`config.mk`:
```
export PLATFORM = sky130hd
export DESIGN_NAME = issue_ctrl_flat
export DESIGN_NICKNAME = d
export VERILOG_FILES = /design/src/rtl/issue_ctrl_pkg.sv /design/src/rtl/issue_ctrl_if.sv /design/src/rtl/issue_ctrl_hazard_scoreboard.sv /design/src/rtl/issue_ctrl.sv /design/src/flat_wrapper.sv
export SDC_FILE = /design/constraint.sdc
export NUM_CORES = 1
export LEC_CHECK = 0
export ABC_AREA = 1
export BUFFER_PORTS_ARGS = -buffer_cell sky130_fd_sc_hd__buf_2
export CAP_MARGIN = 20
export CORE_MARGIN = 2
export CORE_UTILIZATION = 50
export DETAILED_ROUTE_END_ITERATION = 12
export PLACE_DENSITY = 0.73
export SLEW_MARGIN = 20
export SYNTH_ARGS = -nofsm -noshare
export SYNTH_HDL_FRONTEND = slang
export SYNTH_SLANG_ARGS = --single-unit
```
`constraint.sdc`:
```
create_clock -name clk -period 5.1 [get_ports clk]
set_clock_uncertainty 0.1 [all_clocks]
set_input_delay 0.51 -clock clk [delete_from_list [all_inputs] [get_ports clk]]
set_output_delay 0.51 -clock clk [all_outputs]
set_load 0.03 [all_outputs]
```
`src/rtl/issue_ctrl_pkg.sv`:
```
`default_nettype none
// ============================================================================
// Module  : issue_ctrl_pkg
// Brief   : Shared types for the issue controller: register address, FSM states.
// Revision: 1.0
// ============================================================================
package issue_ctrl_pkg;

    localparam int c_REGADDR_W   = 5;
    localparam int c_ISSUE_ST_W  = 2;
    localparam int c_FLUSH_CNT_W = 3;

    typedef logic [c_REGADDR_W-1:0] regaddr_t;

    typedef enum logic [c_ISSUE_ST_W-1:0] {
        ST_RUN       = 2'd0,
        ST_WAIT_CTRL = 2'd1,
        ST_FLUSH     = 2'd2
    } issue_st_t;

endpackage
`default_nettype wire

```
`src/rtl/issue_ctrl_if.sv`:
```
`default_nettype none
// ============================================================================
// Module  : issue_ctrl_if
// Brief   : Decoder/write-back/EX-resolve inputs and stall/flush/issue outputs.
// Revision: 1.0
// ============================================================================
interface issue_ctrl_if
    import issue_ctrl_pkg::*;
#(
    parameter int NREG = 32
);
    logic            rdy;
    logic            dec_valid;
    logic            dec_en_rx;
    logic            dec_en_ry;
    logic            dec_en_w;
    regaddr_t        dec_rx;
    regaddr_t        dec_ry;
    regaddr_t        dec_rd;
    logic            dec_is_load;
    logic            dec_is_ctrl;
    logic            wb_valid;
    regaddr_t        wb_rd;
    logic            ex_resolve;
    logic            ex_redirect;
    logic            issue;
    logic            stall_id;
    logic            stall_if;
    logic            flush_if;
    logic            flush_id;
    logic [NREG-1:0] busy_mask;

    modport master (
        output rdy, dec_valid, dec_en_rx, dec_en_ry, dec_en_w, dec_rx, dec_ry, dec_rd,
               dec_is_load, dec_is_ctrl, wb_valid, wb_rd, ex_resolve, ex_redirect,
        input  issue, stall_id, stall_if, flush_if, flush_id, busy_mask
    );

    modport slave (
        input  rdy, dec_valid, dec_en_rx, dec_en_ry, dec_en_w, dec_rx, dec_ry, dec_rd,
               dec_is_load, dec_is_ctrl, wb_valid, wb_rd, ex_resolve, ex_redirect,
        output issue, stall_id, stall_if, flush_if, flush_id, busy_mask
    );
endinterface
`default_nettype wire

```
`src/rtl/issue_ctrl_hazard_scoreboard.sv`:
```
`default_nettype none
// ============================================================================
// Module  : hazard_scoreboard
// Brief   : Per-register pending-write bits with wb bypass into the hazard check.
//           Option: ISSUE_FORWARD_EN adds a load mask so ALU RAW does not stall.
// Revision: 1.0
// ============================================================================
module hazard_scoreboard
    import issue_ctrl_pkg::*;
#(
    parameter int NREG = 32
) (
    input  wire logic            clk,
    input  wire logic            rst,
    input  wire logic            i_en,
    input  wire logic            i_set,
    input  wire regaddr_t        i_set_rd,
`ifdef ISSUE_FORWARD_EN
    input  wire logic            i_set_ld,
`endif
    input  wire logic            i_clr,
    input  wire regaddr_t        i_clr_rd,
    input  wire logic            i_en_rx,
    input  wire regaddr_t        i_rx,
    input  wire logic            i_en_ry,
    input  wire regaddr_t        i_ry,
    input  wire logic            i_en_rd,
    input  wire regaddr_t        i_rd,
    output logic                 o_hazard,
    output logic [NREG-1:0]      o_busy_mask
);

    logic [NREG-1:0] r_busy;
    logic [NREG-1:0] w_set_mask;
    logic [NREG-1:0] w_clr_mask;
    logic [NREG-1:0] w_busy_eff;
    logic [NREG-1:0] w_src_mask;
    logic            w_rx_hit;
    logic            w_ry_hit;
    logic            w_rd_hit;

    // One-hot decode; bit 0 is never produced so x0 can never become busy.
    function automatic logic [NREG-1:0] f_dec(input regaddr_t a);
        f_dec = '0;
        for (int i = 1; i < NREG; i++) begin
            if (a == regaddr_t'(i)) f_dec[i] = 1'b1;
        end
    endfunction

`ifdef ISSUE_FORWARD_EN
    logic [NREG-1:0] r_ld;
    assign w_src_mask = w_busy_eff & r_ld;
`else
    assign w_src_mask = w_busy_eff;
`endif

    always_comb begin
        w_set_mask = i_set ? f_dec(i_set_rd) : '0;
        w_clr_mask = i_clr ? f_dec(i_clr_rd) : '0;
        w_busy_eff = r_busy & ~w_clr_mask;
        w_rx_hit   = |(f_dec(i_rx) & w_src_mask);
        w_ry_hit   = |(f_dec(i_ry) & w_src_mask);
        w_rd_hit   = |(f_dec(i_rd) & w_busy_eff);
        o_hazard   = (i_en_rx & w_rx_hit) | (i_en_ry & w_ry_hit) | (i_en_rd & w_rd_hit);
    end

    always_ff @(posedge clk) begin
        if (rst) begin
            r_busy <= '0;
        end else if (i_en) begin
            r_busy <= (r_busy & ~w_clr_mask) | w_set_mask;
        end
    end

`ifdef ISSUE_FORWARD_EN
    always_ff @(posedge clk) begin
        if (rst) begin
            r_ld <= '0;
        end else if (i_en) begin
            r_ld <= (r_ld & ~w_set_mask) | (w_set_mask & {NREG{i_set_ld}});
        end
    end
`endif

    assign o_busy_mask = r_busy;

endmodule
`default_nettype wire

```
`src/rtl/issue_ctrl.sv`:
```
`default_nettype none
// ============================================================================
// Module  : issue_ctrl
// Brief   : Decode->execute issue control: hazard stall, control wait, flush.
//           Option: ISSUE_FORWARD_EN (ALU-result RAW hazards do not stall).
// Revision: 1.0
// ============================================================================
module issue_ctrl
    import issue_ctrl_pkg::*;
#(
    parameter int NREG         = 32,
    parameter int FLUSH_CYCLES = 2
) (
    input  wire logic    clk,
    input  wire logic    rst,
    issue_ctrl_if.slave  bus
);

    localparam logic [c_FLUSH_CNT_W-1:0] c_FLUSH_INIT = c_FLUSH_CNT_W'(FLUSH_CYCLES - 1);
    localparam logic [c_FLUSH_CNT_W-1:0] c_CNT_ONE    = c_FLUSH_CNT_W'(1);

    issue_st_t                r_state;
    logic [c_FLUSH_CNT_W-1:0] r_cnt;
    logic                     r_flush;
    logic                     w_hazard;
    logic                     w_issue;
    logic                     w_stall;
    logic [NREG-1:0]          w_busy_mask;

    hazard_scoreboard #(
        .NREG        (NREG)
    ) u_sb (
        .clk         (clk),
        .rst         (rst),
        .i_en        (bus.rdy),
        .i_set       (w_issue & bus.dec_en_w),
        .i_set_rd    (bus.dec_rd),
`ifdef ISSUE_FORWARD_EN
        .i_set_ld    (bus.dec_is_load),
`endif
        .i_clr       (bus.wb_valid),
        .i_clr_rd    (bus.wb_rd),
        .i_en_rx     (bus.dec_en_rx),
        .i_rx        (bus.dec_rx),
        .i_en_ry     (bus.dec_en_ry),
        .i_ry        (bus.dec_ry),
        .i_en_rd     (bus.dec_en_w),
        .i_rd        (bus.dec_rd),
        .o_hazard    (w_hazard),
        .o_busy_mask (w_busy_mask)
    );

    assign w_issue = ~rst & bus.rdy & (r_state == ST_RUN) & bus.dec_valid & ~w_hazard;

    // Priority: reset forces quiet outputs, then a frozen pipe holds IF/ID.
    always_comb begin
        w_stall = 1'b0;
        if (!rst) begin
            if (!bus.rdy) begin
                w_stall = 1'b1;
            end else begin
                case (r_state)
                    ST_RUN:       w_stall = bus.dec_valid & ~w_issue;
                    ST_WAIT_CTRL: w_stall = 1'b1;
                    default:      w_stall = 1'b0;
                endcase
            end
        end
    end

    always_ff @(posedge clk) begin
        if (rst) begin
            r_state <= ST_RUN;
            r_cnt   <= '0;
            r_flush <= 1'b0;
        end else if (bus.rdy) begin
            case (r_state)
                ST_RUN: begin
                    if (w_issue && bus.dec_is_ctrl) r_state <= ST_WAIT_CTRL;
                end
                ST_WAIT_CTRL: begin
                    if (bus.ex_resolve) begin
                        if (bus.ex_redirect) begin
                            r_state <= ST_FLUSH;
                            r_cnt   <= c_FLUSH_INIT;
                            r_flush <= 1'b1;
                        end else begin
                            r_state <= ST_RUN;
                        end
                    end
                end
                ST_FLUSH: begin
                    if (r_cnt == '0) begin
                        r_state <= ST_RUN;
                        r_flush <= 1'b0;
                    end else begin
                        r_cnt <= r_cnt - c_CNT_ONE;
                    end
                end
                default: begin
                    r_state <= ST_RUN;
                    r_flush <= 1'b0;
                end
            endcase
        end
    end

    assign bus.issue     = w_issue;
    assign bus.stall_id  = w_stall;
    assign bus.stall_if  = w_stall;
    assign bus.flush_if  = r_flush & ~rst;
    assign bus.flush_id  = r_flush & ~rst;
    assign bus.busy_mask = rst ? '0 : w_busy_mask;

endmodule
`default_nettype wire

```
`src/flat_wrapper.sv`:
```
// flat-port wrapper written by rule: the top's interface ports become plain ports
module issue_ctrl_flat import issue_ctrl_pkg::*;
#(
    parameter int NREG         = 32,
    parameter int FLUSH_CYCLES = 2
)
  (clk, rst, bus_rdy, bus_dec_valid, bus_dec_en_rx, bus_dec_en_ry, bus_dec_en_w, bus_dec_rx, bus_dec_ry, bus_dec_rd, bus_dec_is_load, bus_dec_is_ctrl, bus_wb_valid, bus_wb_rd, bus_ex_resolve, bus_ex_redirect, bus_issue, bus_stall_id, bus_stall_if, bus_flush_if, bus_flush_id, bus_busy_mask);
  issue_ctrl_if #(.NREG(NREG)) bus_i ();
  input  wire logic clk;
  input  wire logic rst;
  input wire logic [$bits(bus_i.rdy)-1:0] bus_rdy;
  input wire logic [$bits(bus_i.dec_valid)-1:0] bus_dec_valid;
  input wire logic [$bits(bus_i.dec_en_rx)-1:0] bus_dec_en_rx;
  input wire logic [$bits(bus_i.dec_en_ry)-1:0] bus_dec_en_ry;
  input wire logic [$bits(bus_i.dec_en_w)-1:0] bus_dec_en_w;
  input wire logic [$bits(bus_i.dec_rx)-1:0] bus_dec_rx;
  input wire logic [$bits(bus_i.dec_ry)-1:0] bus_dec_ry;
  input wire logic [$bits(bus_i.dec_rd)-1:0] bus_dec_rd;
  input wire logic [$bits(bus_i.dec_is_load)-1:0] bus_dec_is_load;
  input wire logic [$bits(bus_i.dec_is_ctrl)-1:0] bus_dec_is_ctrl;
  input wire logic [$bits(bus_i.wb_valid)-1:0] bus_wb_valid;
  input wire logic [$bits(bus_i.wb_rd)-1:0] bus_wb_rd;
  input wire logic [$bits(bus_i.ex_resolve)-1:0] bus_ex_resolve;
  input wire logic [$bits(bus_i.ex_redirect)-1:0] bus_ex_redirect;
  output wire logic [$bits(bus_i.issue)-1:0] bus_issue;
  output wire logic [$bits(bus_i.stall_id)-1:0] bus_stall_id;
  output wire logic [$bits(bus_i.stall_if)-1:0] bus_stall_if;
  output wire logic [$bits(bus_i.flush_if)-1:0] bus_flush_if;
  output wire logic [$bits(bus_i.flush_id)-1:0] bus_flush_id;
  output wire logic [$bits(bus_i.busy_mask)-1:0] bus_busy_mask;
  assign bus_i.rdy = bus_rdy;
  assign bus_i.dec_valid = bus_dec_valid;
  assign bus_i.dec_en_rx = bus_dec_en_rx;
  assign bus_i.dec_en_ry = bus_dec_en_ry;
  assign bus_i.dec_en_w = bus_dec_en_w;
  assign bus_i.dec_rx = bus_dec_rx;
  assign bus_i.dec_ry = bus_dec_ry;
  assign bus_i.dec_rd = bus_dec_rd;
  assign bus_i.dec_is_load = bus_dec_is_load;
  assign bus_i.dec_is_ctrl = bus_dec_is_ctrl;
  assign bus_i.wb_valid = bus_wb_valid;
  assign bus_i.wb_rd = bus_wb_rd;
  assign bus_i.ex_resolve = bus_ex_resolve;
  assign bus_i.ex_redirect = bus_ex_redirect;
  assign bus_issue = bus_i.issue;
  assign bus_stall_id = bus_i.stall_id;
  assign bus_stall_if = bus_i.stall_if;
  assign bus_flush_if = bus_i.flush_if;
  assign bus_flush_id = bus_i.flush_id;
  assign bus_busy_mask = bus_i.busy_mask;
  issue_ctrl #(.NREG(NREG), .FLUSH_CYCLES(FLUSH_CYCLES)) u_core (.clk(clk), .rst(rst), .bus(bus_i));
endmodule
```
==> run_results.csv, run 1 <==
group,metric,value,unit
status,status,"finished clean",
timing,final-setup-viol-count,0,
detailed_routing,vias,5171,
die,core,7290,um2
min_path,holdPathStages,3,
clock_tree,cts_tree,"done",
min_path,hold_path.class,"in -> reg",
synth,syn-instance-count,739,
grt,grt_pass1_wl,23400,um
die,io_pins,69,
synth,syn_area,3790,um2
min_path,hold_end,"u_core.r_state[0]",
clock_tree,root_buffer,"clkbuf_8",
timing,slew_headroom,36.6,%
grt,grtUsageMet3,5.23,%
cells_and_area,fin_util,57.7,%
clock_tree,ctsHoldBuffers,0,
synth,synth_simple_gate_area_share,54.1,%
timing,post-route-period-util,66.9,%
synth,ys_seq_area_share,19.5,%
timing,rsz0062_at_grt,"false",
timing,fin_crit,3.41,ns
placement,numPortBuffers,66,
setup_path,path_max_fanout,15,
detailed_routing,firstDrtPassIters,6,
grt,gr-usage-all-layers,35.2,%
placement,hpwl,11100,um
clock_tree,postCtsSetupBuffers,0,
timing,tns,0,ns
timing,slew_violations,0,
grt,grt_pass1_vias,4691,
timing,max_freq,293,MHz
die,dieArea,8300,um2
synth,synth_top_family_by_area,"simple AND/OR/NAND/NOR gates",
clock_tree,cts_max_level,2,
die,rows,31,
placement,place_ws,1.75,ns
cells_and_area,n_fill_cell,820,
timing,tightest_slew,0.951,ns
timing,hold_violations,0,
synth,syn_avg_cell_area,5.13,um2
clock_tree,cts_buffer_depth,2,
die,die_h,91.1,um
grt,grt_util_met1,46.9,%
clock_tree,cts.sinks,37,
cells_and_area,nets,816,
grt,grt_max_degree,39,
placement,routabilityCongestion,1.07,
grt,grtUsageMet2,55.7,%
clock_tree,clock_latency,0.30,ns
clock_tree,cts_resized,0,
power_and_ir_drop,leakage,2.05,nW
synth,synth_fa_ha_area_share,0.660,%
synth,synthesis.nets,773,
setup_path,timing.reg2reg.setup_slack,2.81,ns
detailed_routing,routed_via_density,5.86,
grt,antenna_found_initial,0,
job,cap_viol_max_count,0,
synth,synth.distinct_cells,24,
min_path,min_from,"bus_dec_is_ctrl",
detailed_routing,ant_nets,0,
setup_path,crit_required,4.49,ns
power_and_ir_drop,ir_drop,0.000144,V
cells_and_area,fin_cells,882,
cells_and_area,area_growth,10.9,%
grt,busiest_layer,"met2",
die,initial_core_util,52.0,%
detailed_routing,wl_per_cell,16.6,um
detailed_routing,drt-initial-drc-count,723,
cells_and_area,final_cell_mix,"nor2_1 (167), nand2_1 (147), nand3_1 (134), inv_1 (74), buf_2 (66)",
cells_and_area,n_antenna_cell,0,
setup_path,worst_ep_arrival_time,2.80,ns
cells_and_area,mostFrequentLayoutCell,"nor2_1",
synth,yosys_warnings,0,
synth,ys_ff_latch,37,
setup_path,critPathKind,"in -> out",
setup_path,r2r_start,"u_core.u_sb.o_busy_mask[29]",
synth,synthXorXnorAreaFrac,0,%
placement,place_inst,874,
power_and_ir_drop,power_density,183,nW/um2
detailed_routing,route.detailed.drc,0,
detailed_routing,drt_wl_total,14600,um
timing,holdWs,0.366,ns
setup_path,critPathLaunchType,"primary input",
synth,synth_compound_area_share,13.9,%
cells_and_area,layout-drive-gt1-share,10.6,%
setup_path,reg2regPathDepth,12,
setup_path,cp-end-kind,"output pin",
setup_path,timing.rr.end,"u_core.u_sb.o_busy_mask[11]",
clock_tree,clk_pin_slew,0.08,ns
clock_tree,cts_made_buffers,5,
timing,layout_setup_ws,1.69,ns
die,die-width,91.1,um
grt,overflow,0,
synth,synth.area.mux_share,0,%
==> where the power goes <==
part / total [mW] / switching [mW] / internal (mW)
clock: 0.226 / 0.117 / 0.110
sequential: 0.335 / 0.0304 / 0.305
combinational: 0.210 / 0.155 / 0.0545
total: 0.771 / 0.302 / 0.469
==> synth_stat cells <==
cell      number  area (um2)
nor2_1       167         627
nand2_1      147         552
nand3_1      134         671
inv_1         74         278
a21oi_1       64         320
dfxtp_1       37         741
o21ai_0       36         180
nor3_1        27         135
clkbuf_1      18        67.6
buf_4          7        52.6
nand4_1        5        31.3
buf_2          4        20.0
buf_1          3        11.3
inv_2          3        11.3
nor2_2         3        18.8
ha_1           2        25.0
a211oi_1       1        7.51
a31oi_1        1        6.26
clkinv_1       1        3.75
conb_1         1        3.75
nor2_4         1        11.3
nor4_1         1        6.26
o21ai_1        1        5.00
o31ai_1        1        7.51
==> kinds of logic after synthesis <==
group / count (synthesis)
compound gates: 104
simple gates: 485
other cells: 1
fa+ha+maj: 2
flops: 37
buf+inv: 110
==> routing by layer <==
layer,wire [um],up-vias
met2,6490,316
met5,0,-
met3,1650,49
li1,-,2496
met1,5840,2310
met4,646,0
==> critical path, cell delays in order <==
cell	delay, ns
buf_2	0.11
nor2_2	0.45
nand3_1	0.29
nand3_1	0.23
nand2_1	0.07
nor2_1	0.09
nand2_1	0.05
nor2_1	0.21
nand2_1	0.11
nand2_1	0.06
nand2_1	0.12
o21ai_0	0.18
a21oi_1	0.09
buf_2	0.22
==> final cells by class <==
| type | instances | area (um2) | area share [%] |
|---|---|---|---|
| clock buffers | 6 | 82.6 | 1.96 |
| clock inverters | 2 | 13.8 | 0.327 |
| inverters | 78 | 293 | 6.96 |
| multi-input cells | 592 | 2610 | 62.0 |
| flip-flops and latches | 37 | 741 | 17.6 |
| well taps | 99 | 124 | 2.94 |
| repair buffers | 68 | 345 | 8.21 |
==> stage by stage <==
stage | area, um2 | total power, mW
final | 4210 | 0.771
after global routing | 4210 | 0.806
after CTS | 4210 | 0.765
after detailed placement | 4110 | 0.544
after global placement | 4110 | 0.540
after floorplan | 3790 | 0.472
==> flip-flops by register name, indices dropped and copies added (netlist names) <==
signal / count
u_core.u_sb.o_busy_mask: 31
u_core.r_cnt: 3
u_core.r_state: 2
u_core.r_flush: 1
==> worst max-delay path by stage <==
stage	depth (start not counted)	from	slack [ns]	end
finish	14	bus_wb_rd[4]	1.69	bus_stall_if
global route	15	bus_wb_valid	1.45	bus_stall_if
CTS	14	bus_wb_rd[4]	1.75	bus_stall_id
detailed placement	14	bus_wb_rd[4]	1.75	bus_stall_if
global placement	14	bus_wb_rd[4]	1.74	bus_stall_id
floorplan	15	bus_dec_ry[4]	2.06	bus_stall_if
(Power assumes the default switching activity.)
==> inputs of run 2 (changes only) <==
==> constraint.sdc (replaced) <==
create_clock -name clk -period 3.33 [get_ports clk]
set_clock_uncertainty 0.1 [all_clocks]
set_input_delay 0.333 -clock clk [delete_from_list [all_inputs] [get_ports clk]]
set_output_delay 0.333 -clock clk [all_outputs]
set_load 0.03 [all_outputs]
==> run_results.csv, run 2 (same netlist as run 1, synthesis figures left out) <==
group,metric,value,unit
detailed_routing,vias,5252,
die,dieArea,8300,um2
die,die-width,91.1,um
timing,hold_violations,0,
min_path,holdPathStages,3,
cells_and_area,largest_reg_flops,31,
timing,holdWs,0.195,ns
cells_and_area,final_cell_mix,"nor2_1 (167), nand2_1 (147), nand3_1 (134), inv_1 (74), buf_2 (66)",
die,io_pins,69,
grt,overflow,0,
timing,tns,0,ns
power_and_ir_drop,internal_power,0.698,mW
timing,post-route-period-util,91.5,%
setup_path,critPathKind,"in -> out",
power_and_ir_drop,clockPowerShare,27.5,%
cells_and_area,nets,818,
clock_tree,postCtsSetupBuffers,0,
clock_tree,clock_latency,0.30,ns
grt,grt_max_degree,35,
clock_tree,cts.sinks,37,
detailed_routing,route.detailed.drc,0,
power_and_ir_drop,leakage,2.05,nW
power_and_ir_drop,pwr-share-comb,28.0,%
die,die_h,91.1,um
placement,dpl_cell_area,4140,um2
min_path,hold_path.class,"in -> reg",
setup_path,worst_ep_arrival_time,2.61,ns
placement,routabilityCongestion,1.08,
placement,numPortBuffers,66,
detailed_routing,firstDrtPassIters,5,
clock_tree,cts_made_buffers,5,
setup_path,crit_required,2.90,ns
cells_and_area,fin_cells,884,
clock_tree,clk_pin_slew,0.07,ns
timing,tightest_slew,0.951,ns
detailed_routing,routed_via_density,5.94,
power_and_ir_drop,ir_drop,0.000244,V
cells_and_area,mostFrequentLayoutCell,"nor2_1",
setup_path,critPathLaunchType,"primary input",
setup_path,cp-end-kind,"output pin",
grt,antenna_found_initial,0,
power_and_ir_drop,p_sw_share,39.7,%
placement,place_ws,0.394,ns
power_and_ir_drop,finalPower,1.16,mW
detailed_routing,drt-initial-drc-count,762,
cells_and_area,final_area,4220,um2
grt,grt_pass1_wl,23900,um
clock_tree,cts_buffer_depth,2,
power_and_ir_drop,power_density,274,nW/um2
die,rows,31,
power_and_ir_drop,p_switching,0.460,mW
die,core,7290,um2
timing,layout_setup_ws,0.283,ns
cells_and_area,n_fill_cell,825,
timing,rsz0062_at_grt,"false",
clock_tree,cts_resized,0,
timing,max_freq,328,MHz
placement,hpwl,11300,um
cells_and_area,n_antenna_cell,0,
timing,fin_crit,3.05,ns
placement,place_inst,876,
setup_path,timing.reg2reg.setup_slack,1.12,ns
clock_tree,cts_max_level,2,
cells_and_area,area_growth,11.4,%
status,status,"finished clean",
detailed_routing,wl_per_cell,16.9,um
grt,gr-usage-all-layers,36.2,%
cells_and_area,layout-drive-gt1-share,10.8,%
detailed_routing,drt_wl_total,14900,um
timing,final-setup-viol-count,0,
detailed_routing,ant_nets,0,
grt,grt_pass1_vias,4820,
die,initial_core_util,52.0,%
timing,slew_headroom,36.6,%
clock_tree,ctsHoldBuffers,0,
job,cap_viol_max_count,0,
setup_path,path_max_fanout,13,
setup_path,reg2regPathDepth,12,
clock_tree,cts_tree,"done",
power_and_ir_drop,power_frac_seq,44.5,%
clock_tree,root_buffer,"clkbuf_8",
timing,slew_violations,0,
cells_and_area,fin_util,57.9,%
==> run 2: changes by cell type in the layout (fill, tap and decap cells not counted), sizes merged <==
cell      before  now
buf           68   70
clkbuf         6    5
clkinvlp       0    1
==> run 2: critical path, cell delays in order <==
cell     delay (ns)
buf_2          0.11
nor2_2         0.40
nand3_1        0.33
nand3_1        0.24
nand2_1        0.07
nor2_1         0.08
nand2_1        0.06
nor2_1         0.22
nand2_1        0.10
nand2_1        0.06
nand2_1        0.13
o21ai_0        0.18
a21oi_1        0.09
buf_2          0.20
==> run 2: per-layer routing <==
layer	global-route usage [%]	vias to the layer above	part of all wire (%)	wire length (um)
li1	-	2496	-	-
met1	47.2	2367	39	5850
met2	59.2	347	46	6790
met3	5.89	42	12	1740
met4	15.2	0	3.5	526
met5	0	-	0	0
==> run 2: worst paths after layout <==
check	startpoint	end
setup / recovery	bus_wb_rd[4]	bus_stall_if
hold / removal	bus_dec_is_ctrl	u_core.r_state[0]
setup reg to reg	u_core.u_sb.o_busy_mask[29]	u_core.u_sb.o_busy_mask[8]
hold reg to reg	u_core.r_cnt[0]	u_core.r_cnt[0]
==> run 2: layout make-up <==
cell class	count	area, um2	share of cell area (%)
multi-input combinational	592	2610	61.7
sequential	37	741	17.5
timing repair buffer	70	373	8.83
inverter	78	293	6.93
tap	99	124	2.93
clock buffer	5	68.8	1.63
clock inverter	3	17.5	0.415
==> run 2: power by group through the flow <==
| stage | Combinational, mW | Clock [mW] | Sequential (mW) |
|---|---|---|---|
| 2_1_floorplan | 0.222 | 0 | 0.501 |
| 3_3_place_gp | 0.310 | 0 | 0.520 |
| 3_5_place_dp | 0.316 | 0 | 0.521 |
| 4_1_cts | 0.317 | 0.325 | 0.511 |
| 5_1_grt | 0.358 | 0.340 | 0.516 |
| 6_report | 0.325 | 0.318 | 0.515 |
==> inputs of run 3 (changes only) <==
==> constraint.sdc (replaced) <==
create_clock -name clk -period 3 [get_ports clk]
set_clock_uncertainty 0.1 [all_clocks]
set_input_delay 0.3 -clock clk [delete_from_list [all_inputs] [get_ports clk]]
set_output_delay 0.3 -clock clk [all_outputs]
set_load 0.03 [all_outputs]
==> run_results.csv, run 3 (same netlist as run 1, synthesis figures left out) <==
group,metric,value,unit
grt,antenna_found_initial,0,
power_and_ir_drop,clockPowerShare,33.0,%
setup_path,critPathKind,"in -> out",
timing,slew_violations,0,
grt,grt_max_degree,39,
power_and_ir_drop,finalPower,1.39,mW
clock_tree,clock_latency,0.30,ns
setup_path,cp-end-kind,"output pin",
grt,grt_pass1_wl,22700,um
timing,post-route-period-util,93.2,%
clock_tree,clk_pin_slew,0.07,ns
die,die-width,91.1,um
min_path,hold_path.class,"in -> reg",
timing,slew_headroom,37.5,%
job,cap_viol_max_count,0,
cells_and_area,fin_cells,890,
clock_tree,ctsHoldBuffers,0,
cells_and_area,area_growth,13.8,%
placement,routabilityCongestion,1.03,
detailed_routing,firstDrtPassIters,6,
power_and_ir_drop,power_frac_seq,40.8,%
cells_and_area,mostFrequentLayoutCell,"nor2_1",
timing,tightest_slew,0.937,ns
detailed_routing,routed_via_density,5.79,
timing,rsz0062_at_grt,"false",
placement,place_inst,882,
cells_and_area,n_fill_cell,833,
setup_path,critPathLaunchType,"primary input",
cells_and_area,layout-drive-gt1-share,11.8,%
setup_path,worst_ep_arrival_time,2.40,ns
placement,hpwl,11000,um
clock_tree,cts_made_buffers,5,
power_and_ir_drop,internal_power,0.890,mW
detailed_routing,route.detailed.drc,0,
die,rows,31,
detailed_routing,drt-initial-drc-count,669,
detailed_routing,ant_nets,0,
clock_tree,cts.sinks,37,
clock_tree,cts_tree,"done",
timing,fin_crit,2.80,ns
power_and_ir_drop,power_density,323,nW/um2
grt,overflow,0,
timing,tns,0,ns
placement,numPortBuffers,66,
die,dieArea,8300,um2
clock_tree,cts_max_level,2,
timing,final-setup-viol-count,0,
detailed_routing,wl_per_cell,16.2,um
power_and_ir_drop,ir_drop,0.000343,V
cells_and_area,final_cell_mix,"nor2_1 (166), nand2_1 (147), nand3_1 (133), inv_1 (74), buf_2 (66)",
die,die_h,91.1,um
power_and_ir_drop,pwr-share-comb,26.2,%
die,initial_core_util,52.0,%
cells_and_area,nets,824,
detailed_routing,drt_wl_total,14400,um
detailed_routing,vias,5156,
grt,grt_pass1_vias,4569,
setup_path,path_max_fanout,16,
clock_tree,cts_buffer_depth,2,
grt,gr-usage-all-layers,34.4,%
die,io_pins,69,
power_and_ir_drop,p_switching,0.503,mW
setup_path,crit_required,2.60,ns
power_and_ir_drop,leakage,2.10,nW
clock_tree,root_buffer,"clkbuf_8",
timing,hold_violations,0,
die,core,7290,um2
power_and_ir_drop,p_sw_share,36.1,%
cells_and_area,largest_reg_flops,31,
status,status,"finished clean",
cells_and_area,n_antenna_cell,0,
cells_and_area,fin_util,59.2,%
timing,max_freq,358,MHz
run 3: layer usage:
metal | routed length (um) | GRT usage (%) | up-vias | part of all wire [%]
li1 | - | - | 2503 | -
met1 | 5980 | 46.1 | 2305 | 41
met2 | 6440 | 54.9 | 303 | 45
met3 | 1440 | 5.23 | 45 | 9.9
met4 | 591 | 14.6 | 0 | 4.1
met5 | 0 | 0 | - | 0
run 3: final cells by class:
cell class	instances	area (um2)	area share (%)
sequential	37	741	17.2
multi-input combinational	592	2620	60.8
clock buffer	7	86.3	2.00
timing repair buffer	76	418	9.68
inverter	78	293	6.78
clock inverter	1	30.0	0.696
tap	99	124	2.87
run 3: through the flow:
step / hold slack (ns) / setup slack [ns] / cell area [um2]
finish: 0.151 / 0.204 / 4320
global route: 0.170 / 0.0350 / 4320
CTS: 0.149 / 0.226 / 4300
detailed placement: 0.358 / 0.227 / 4180
global placement: 0.354 / 0.288 / 4180
floorplan: 0.331 / 0.382 / 3790
run 3: worst max-delay path, stage by stage:
cell and delay (ns):
buf_2 0.20, inv_1 0.43, nor2_1 0.11, nand3_1 0.08
nand2_1 0.08, nor2_1 0.11, nand2_1 0.07, nor2_1 0.22
nand2_1 0.10, nand2_1 0.07, nand2_1 0.12, o21ai_0 0.18
a21oi_1 0.09, buf_2 0.22
run 3: worst paths after layout:
kind                                                  start                     endpoint  slack (ns)  depth (start not counted)
worst min-delay path                        bus_dec_is_ctrl            u_core.r_state[0]        0.15                          3
worst max-delay path                          bus_dec_ry[4]                 bus_stall_id        0.20                         14
worst max register to register  u_core.u_sb.o_busy_mask[31]  u_core.u_sb.o_busy_mask[11]        0.90                         14
worst min register to register              u_core.r_cnt[0]              u_core.r_cnt[0]        0.37                          1
run 3: repair_timing:
action | CTS | global route
setup endpoints to repair | 0 | 2
setup buffers | 0 | 0
resized for setup | 0 | 4
run 3: power by group through the flow:
stage | Combinational [mW] | Clock, mW | Sequential [mW]
2_1_floorplan | 0.246 | 0 | 0.557
3_3_place_gp | 0.349 | 0 | 0.577
3_5_place_dp | 0.353 | 0 | 0.578
4_1_cts | 0.354 | 0.466 | 0.566
5_1_grt | 0.399 | 0.481 | 0.572
6_report | 0.365 | 0.460 | 0.569
